<file path="src/rtl/mccpu_ctrl.sv">
// Multicycle MIPS-subset control unit: IF/ID/EXE/MEM/WB sequencer with a memory wait-timeout.
// Strobes decode combinationally from the state and the inputs; they are forced to 0 while rst is high.
module mccpu_ctrl #(
    parameter int CNT_W    = 4,
    parameter int WAIT_MAX = 15
) (
    input  logic       clk,
    input  logic       rst,
    input  logic [5:0] Op,
    input  logic [5:0] Funct,
    input  logic       Zero,
    input  logic       mem_ready,
    output logic       PCWrite,
    output logic       IRWrite,
    output logic       MemRead,
    output logic       MemWrite,
    output logic       RegWrite,
    output logic       EXTOp,
    output logic [3:0] ALUOp,
    output logic [1:0] NPCOp,
    output logic       ALUSrcA,
    output logic       ALUSrcB,
    output logic [1:0] GPRSel,
    output logic [1:0] WDSel,
    output logic [2:0] state,
    output logic       illegal,
    output logic       mem_err
);

    typedef enum logic [2:0] {
        S_IF  = 3'd0,
        S_ID  = 3'd1,
        S_EXE = 3'd2,
        S_MEM = 3'd3,
        S_WB  = 3'd4
    } state_t;

    localparam logic [3:0] ALU_NOP   = 4'b0000;
    localparam logic [3:0] ALU_ADD   = 4'b0001;
    localparam logic [3:0] ALU_SUB   = 4'b0010;
    localparam logic [3:0] ALU_AND   = 4'b0011;
    localparam logic [3:0] ALU_OR    = 4'b0100;
    localparam logic [3:0] ALU_SLT   = 4'b0101;
    localparam logic [3:0] ALU_SLTU  = 4'b0110;
    localparam logic [3:0] ALU_NOR   = 4'b0111;
    localparam logic [3:0] ALU_SLL   = 4'b1000;
    localparam logic [3:0] ALU_SRL   = 4'b1001;
    localparam logic [3:0] ALU_SRA   = 4'b1010;
    localparam logic [3:0] ALU_SLLV  = 4'b1011;
    localparam logic [3:0] ALU_SRLV  = 4'b1100;
    localparam logic [3:0] ALU_SLL16 = 4'b1101;

    localparam logic [1:0] NPC_PLUS4 = 2'b00;
    localparam logic [1:0] NPC_BR    = 2'b01;
    localparam logic [1:0] NPC_J     = 2'b10;
    localparam logic [1:0] NPC_JR    = 2'b11;

    localparam logic [CNT_W-1:0] WAIT_LIM = CNT_W'(WAIT_MAX);
    localparam logic [CNT_W-1:0] CNT_SAT  = '1;
    localparam bit               TO_EN    = (WAIT_MAX != 0);

    state_t           cur;
    state_t           nxt;
    logic [CNT_W-1:0] cnt;

    logic       dec_legal;
    logic       is_alu_r;
    logic       is_alu_i;
    logic       is_lw;
    logic       is_sw;
    logic       is_beq;
    logic       is_bne;
    logic       is_j;
    logic       is_jal;
    logic       is_jr;
    logic       is_jalr;
    logic       use_shamt;
    logic       ext_imm;
    logic [3:0] alu_op;

    logic in_access;
    logic timeout;
    logic waiting;

    assign state = cur;

    always_comb begin
        dec_legal = 1'b0;
        is_alu_r  = 1'b0;
        is_alu_i  = 1'b0;
        is_lw     = 1'b0;
        is_sw     = 1'b0;
        is_beq    = 1'b0;
        is_bne    = 1'b0;
        is_j      = 1'b0;
        is_jal    = 1'b0;
        is_jr     = 1'b0;
        is_jalr   = 1'b0;
        use_shamt = 1'b0;
        ext_imm   = 1'b0;
        alu_op    = ALU_NOP;
        case (Op)
            6'b000000: begin
                dec_legal = 1'b1;
                is_alu_r  = 1'b1;
                case (Funct)
                    6'b100000, 6'b100001: alu_op = ALU_ADD;
                    6'b100010, 6'b100011: alu_op = ALU_SUB;
                    6'b100100: alu_op = ALU_AND;
                    6'b100101: alu_op = ALU_OR;
                    6'b100111: alu_op = ALU_NOR;
                    6'b101010: alu_op = ALU_SLT;
                    6'b101011: alu_op = ALU_SLTU;
                    6'b000000: begin alu_op = ALU_SLL; use_shamt = 1'b1; end
                    6'b000010: begin alu_op = ALU_SRL; use_shamt = 1'b1; end
                    6'b000011: begin alu_op = ALU_SRA; use_shamt = 1'b1; end
                    6'b000100: alu_op = ALU_SLLV;
                    6'b000110: alu_op = ALU_SRLV;
                    6'b001000: begin is_alu_r = 1'b0; is_jr = 1'b1; end
                    6'b001001: begin is_alu_r = 1'b0; is_jalr = 1'b1; end
                    default: begin dec_legal = 1'b0; is_alu_r = 1'b0; end
                endcase
            end
            6'b001000: begin dec_legal = 1'b1; is_alu_i = 1'b1; alu_op = ALU_ADD;   ext_imm = 1'b1; end
            6'b001101: begin dec_legal = 1'b1; is_alu_i = 1'b1; alu_op = ALU_OR;    end
            6'b001010: begin dec_legal = 1'b1; is_alu_i = 1'b1; alu_op = ALU_SLT;   ext_imm = 1'b1; end
            6'b001111: begin dec_legal = 1'b1; is_alu_i = 1'b1; alu_op = ALU_SLL16; end
            6'b100011: begin dec_legal = 1'b1; is_lw  = 1'b1; end
            6'b101011: begin dec_legal = 1'b1; is_sw  = 1'b1; end
            6'b000100: begin dec_legal = 1'b1; is_beq = 1'b1; end
            6'b000101: begin dec_legal = 1'b1; is_bne = 1'b1; end
            6'b000010: begin dec_legal = 1'b1; is_j   = 1'b1; end
            6'b000011: begin dec_legal = 1'b1; is_jal = 1'b1; end
            default:   dec_legal = 1'b0;
        endcase
    end

    // mem_ready takes priority over an expiring wait budget in the same cycle.
    assign in_access = (cur == S_IF) || (cur == S_MEM);
    assign timeout   = TO_EN && in_access && !mem_ready && (cnt == WAIT_LIM);
    assign waiting   = in_access && !mem_ready && !timeout;

    always_comb begin
        nxt      = S_IF;
        PCWrite  = 1'b0;
        IRWrite  = 1'b0;
        MemRead  = 1'b0;
        MemWrite = 1'b0;
        RegWrite = 1'b0;
        EXTOp    = 1'b0;
        ALUOp    = ALU_NOP;
        NPCOp    = NPC_PLUS4;
        ALUSrcA  = 1'b0;
        ALUSrcB  = 1'b0;
        GPRSel   = 2'b00;
        WDSel    = 2'b00;
        illegal  = 1'b0;
        mem_err  = 1'b0;
        if (!rst) begin
            case (cur)
                S_IF: begin
                    MemRead = 1'b1;
                    if (mem_ready) begin
                        IRWrite = 1'b1;
                        PCWrite = 1'b1;
                        nxt     = S_ID;
                    end else if (timeout) begin
                        mem_err = 1'b1;
                    end
                end
                S_ID: begin
                    if (dec_legal) nxt = S_EXE;
                    else           illegal = 1'b1;
                end
                S_EXE: begin
                    if (is_alu_r || is_alu_i) begin
                        ALUOp   = alu_op;
                        ALUSrcA = use_shamt;
                        ALUSrcB = is_alu_i;
                        EXTOp   = ext_imm;
                        nxt     = S_WB;
                    end else if (is_lw || is_sw) begin
                        ALUOp   = ALU_ADD;
                        ALUSrcB = 1'b1;
                        EXTOp   = 1'b1;
                        nxt     = S_MEM;
                    end else if (is_beq || is_bne) begin
                        ALUOp = ALU_SUB;
                        if ((is_beq && Zero) || (is_bne && !Zero)) begin
                            PCWrite = 1'b1;
                            NPCOp   = NPC_BR;
                        end
                    end else if (is_j || is_jal || is_jr || is_jalr) begin
                        PCWrite = 1'b1;
                        NPCOp   = (is_jr || is_jalr) ? NPC_JR : NPC_J;
                        if (is_jal || is_jalr) begin
                            RegWrite = 1'b1;
                            GPRSel   = 2'b10;
                            WDSel    = 2'b10;
                        end
                    end
                end
                S_MEM: begin
                    MemRead  = is_lw;
                    MemWrite = is_sw;
                    if (mem_ready)    nxt = is_lw ? S_WB : S_IF;
                    else if (timeout) mem_err = 1'b1;
                    else if (is_lw || is_sw) nxt = S_MEM;
                end
                S_WB: begin
                    RegWrite = 1'b1;
                    if (is_lw) begin
                        GPRSel = 2'b01;
                        WDSel  = 2'b01;
                    end else if (is_alu_i) begin
                        GPRSel = 2'b01;
                    end
                end
                default: nxt = S_IF;
            endcase
        end
    end

    always_ff @(posedge clk) begin
        if (rst) begin
            cur <= S_IF;
            cnt <= '0;
        end else begin
            cur <= nxt;
            if (waiting) cnt <= (cnt == CNT_SAT) ? cnt : cnt + 1'b1;
            else         cnt <= '0;
        end
    end

endmodule

</file>
<file path="config.mk">
export PLATFORM = sky130hd
export DESIGN_NAME = mccpu_ctrl
export DESIGN_NICKNAME = d
export VERILOG_FILES = /design/src/rtl/mccpu_ctrl.sv
export SDC_FILE = /design/constraint.sdc
export NUM_CORES = 1
export LEC_CHECK = 0
export BUFFER_PORTS_ARGS = -buffer_cell sky130_fd_sc_hd__buf_2
export CELL_PAD_IN_SITES_DETAIL_PLACEMENT = 2
export CELL_PAD_IN_SITES_GLOBAL_PLACEMENT = 2
export CORE_MARGIN = 3
export CORE_UTILIZATION = 26
export CTS_BUF_LIST = sky130_fd_sc_hd__clkbuf_16
export DETAILED_ROUTE_END_ITERATION = 10
export GPL_ROUTABILITY_DRIVEN = 1
export MAX_ROUTING_LAYER = met4
export PLACE_DENSITY_LB_ADDON = 0.1
export REMOVE_ABC_BUFFERS = 1
export SYNTH_ARGS = -nofsm -noshare
export SYNTH_HDL_FRONTEND = slang
export SYNTH_SLANG_ARGS = --single-unit
</file>
<file path="constraint.sdc">
create_clock -name clk -period 5.09 [get_ports clk]
set_clock_uncertainty 0.1 [all_clocks]
set_input_delay 0.7635 -clock clk [delete_from_list [all_inputs] [get_ports clk]]
set_output_delay 0.7635 -clock clk [all_outputs]
set_load 0.01 [all_outputs]
</file>
==> metrics.md <==
| Metric | Value |
|---|---|
| Total GRT Usage | `0.1763` |
| Sink Count | `7` |
| VDD IR max | `0.09370 mV` |
| FF+latch area | `about 140 µm²` |
| Post-synth EDFFs | `0` |
| Fin nets | `roughly 180` |
| Max_cap viols | `0` |
| HP Class | `reg -> reg` |
| Slowest CP cell | `or4_4` |
| Hold_buf cts | `0` |
| Synthesized instance count | `134` |
| Worst-Margin Slew | `0.6572 ns` |
| Crit-path cells | `buf_2, or4_4, nor2b_4, and3_1, o211ai_1, a21oi_1, buf_2` |
| P_sw | `64.08 µW` |
| GR Overflow Total | `0` |
| Most frequent cells in the layout | `38 x buf_2, 18 x nor2_1, 10 x nor3_1, 10 x a21oi_1, 9 x o21ai_0` |
| Largest net degree at the start of global routing | `13` |
| Vias in the first global route | `1209` |
| Avg Cell Area, Syn | `6.826 µm²` |
| Static leakage | `roughly 0.00051 µW` |
| CP peak stage delay | `0.58 ns` |
| CTS buffer count | `3` |
| Synth warn | `0` |
| DRT iter0 DRCs | `38` |
| FMAX | `302.9 MHz` |
| Crit Path Max Fanout | `10` |
| Cell Area, Synth | `between 900 and 1000 µm²` |
| I/O pin total | `39` |
| Slew headroom | `0.5572` |
| Fin Hold WS | `between 0.3 and 0.4 ns` |
| Initial antenna violation count | `0` |
| Sequential area share after synthesis | `0.1532` |
| Switching Fraction | `0.2655` |
| Hold Crit Depth | `1` |
| Main synth FF type | `dfxtp_1` |
| GP Congestion | `a little under 0.9` |
| Most common cell on crit path | `buf_2` |
| Comb power frac | `0.204` |
| Asr flop ratio synth | `0` |
| Clock Latency Late Sink | `0.23 ns` |
| Worst path required time | `roughly 4.2 ns` |
| Htree depth | `1` |
| Reg power frac | `0.241` |
| Die W | `65.31 µm` |
| Port bufs | `38` |
| Crit Path Category | `in -> out` |
| Die area | `4265 µm²` |
| Setup crit end kind | `output pin` |
| Row Count | `20` |
| Starting density of the core | `0.2855` |
| Outcome | `finished clean` |
| Clock buffer depth | `2` |
| Area Growth Syn to Fin | `28.73%` |
| Setup TNS | `0 ns` |
| Largest delay share family, worst path | `simple AND/OR/NAND/NOR gates` |
| Synth area leaders | `dfxtp_1 15%, nor2_1 7.4%, a21oi_1 5.5%` |
| Multi-input gate area | `701.9 µm²` |
| Root buffer cell | `clkbuf_16` |
| Slew Viols, Final | `0` |
| Antenna diodes | `0` |
| WP depth | `7` |
| R2r worst-path depth | `5` |
| Filler Cells Inserted | `438` |
| Avg WL per Cell | `16.20 µm` |
| Routed Antenna Nets | `0` |
| R2R Setup Slk | `3.33 ns` |
| Synth top area share | `0.1532` |
| Tcrit/Tclk final | `0.6487` |
| Core ar. | `between 3000 and 4000 µm²` |
| Post-Route WL | `between 3 and 4 mm` |
| Most common cell after layout, fill and taps aside | `buf_2` |
| Die height | `65.31 µm` |
| Detailed Place HPWL | `2.583 mm` |
| Worst-path clk slew | `0.04 ns` |
| Synth unique cells | `45` |
| Remaining routing DRC violations | `0` |
| Setup bufs post-CTS | `0` |
| Clock power frac | `0.555` |
| Vias | `1115` |
| Layout cells sized above 1 | `0.2788` |
| Power per cell area | `205.0 nW/µm²` |
| Flops & latches, synth | `7` |
| Worst Path Buf+Inv | `2` |
| Final setup vio count | `0` |
| Int Power | `177.3 µW` |
| Drt first pass iters | `3` |
| Final Core Density | `0.3676` |
| CTS resizes | `0` |
| Via density per instance | `5.335` |
| RSZ-0062 raised after global routing | `no` |
| Post-synth top area cell | `dfxtp_1` |
| CTS tree | `yes` |
| First-pass GRT wire length | `5.789 mm` |
| Fin. Hold Viols | `0` |
| Worst endpoint data arrival time | `2.44 ns` |
| Critical path launch point type | `input port` |
| Crit path time final | `3.302 ns` |
[cells by family (layout without fill, tap and decap cells)]
family          Yosys count  after routing  synth area share
xor+xnor                  2              2           0.01916
flops                     7              7            0.1532
simple gates             71             71            0.4350
fa+ha+maj                 2              2           0.02462
buf+inv                  14             45           0.07932
compound gates           37             37            0.2777
mux                       1              1           0.01094
[synthesized netlist by cell type, types with 2 or more instances]
cell type  number
a21o_1          3
nor3_1         10
o31ai_1         4
o21ai_0         9
and3b_1         2
nor2_1         18
buf_4           2
clkbuf_1        4
nor2b_1         5
nand2b_1        6
inv_1           3
dfxtp_1         7
and2_1          3
nand2_1         6
and3_1          3
nor4_1          2
nand3b_1        3
a21oi_1        10
buf_2           3
nand3_1         5
a31oi_1         2
[flip-flops by register name (all words and copies together) (netlist names)]
register and flops:
cnt 4, state 3
[through the flow]
| step | total power [µW] | std cells | cell area, µm² | setup slack [ns] |
|---|---|---|---|---|
| after global routing | 254.6 | 209 | 1177 | 1.616 |
| after global placement | 106.3 | 205 | 1099 | 1.784 |
| after CTS | 244.6 | 209 | 1177 | 1.757 |
| after floorplan | 84.09 | 123 | 853.3 | 2.117 |
| after detailed placement | 107.9 | 205 | 1099 | 1.763 |
| final | 241.3 | 209 | 1177 | 1.788 |
[final cells by class]
class,count,area share
Timing Repair Buffer,38,0.1615
Sequential cell,7,0.1190
Clock inverter,1,0.003188
Tap cell,44,0.04676
Inverter,3,0.009564
Multi-Input combinational cell,113,0.5962
Clock buffer,3,0.06376
[routing by layer]
| layer | track usage | vias to the layer above | wire (µm) | part of all wire |
|---|---|---|---|---|
| met5 | - | - | 0 | 0 |
| met4 | 0.03109 | 0 | 19 | 0.0056 |
| met3 | 0.02735 | 2 | 119 | 0.035 |
| met2 | 0.3034 | 29 | 1608 | 0.48 |
| met1 | 0.2202 | 533 | 1637 | 0.48 |
| li1 | - | 551 | - | - |
[power by group through the flow]
stage | Clock [µW] | Combinational (µW) | Sequential, µW
floorplan | 0 | 25.2 | 58.9
global placement | 0 | 47.4 | 58.9
detailed placement | 0 | 48.9 | 59.0
CTS | 137 | 49.6 | 58.3
global route | 141 | 55.3 | 58.7
finish | 134 | 49.1 | 58.3
[worst paths after layout]
| path | startpoint | endpoint |
|---|---|---|
| max | Op[2] | ALUOp[3] |
| max reg2reg | cnt[0] | state[1] |
| min | cnt[3] | cnt[3] |
| min reg2reg | cnt[3] | cnt[3] |
[worst reg2reg max path, cell delays in order, from the launching register on]
cell       delay, ns
dfxtp_1         0.33
ha_1            0.25
and3_1          0.24
o21ai_0         0.27
nand2_1         0.14
a2111oi_4       0.34
Power figures use the tool's default switching activity.
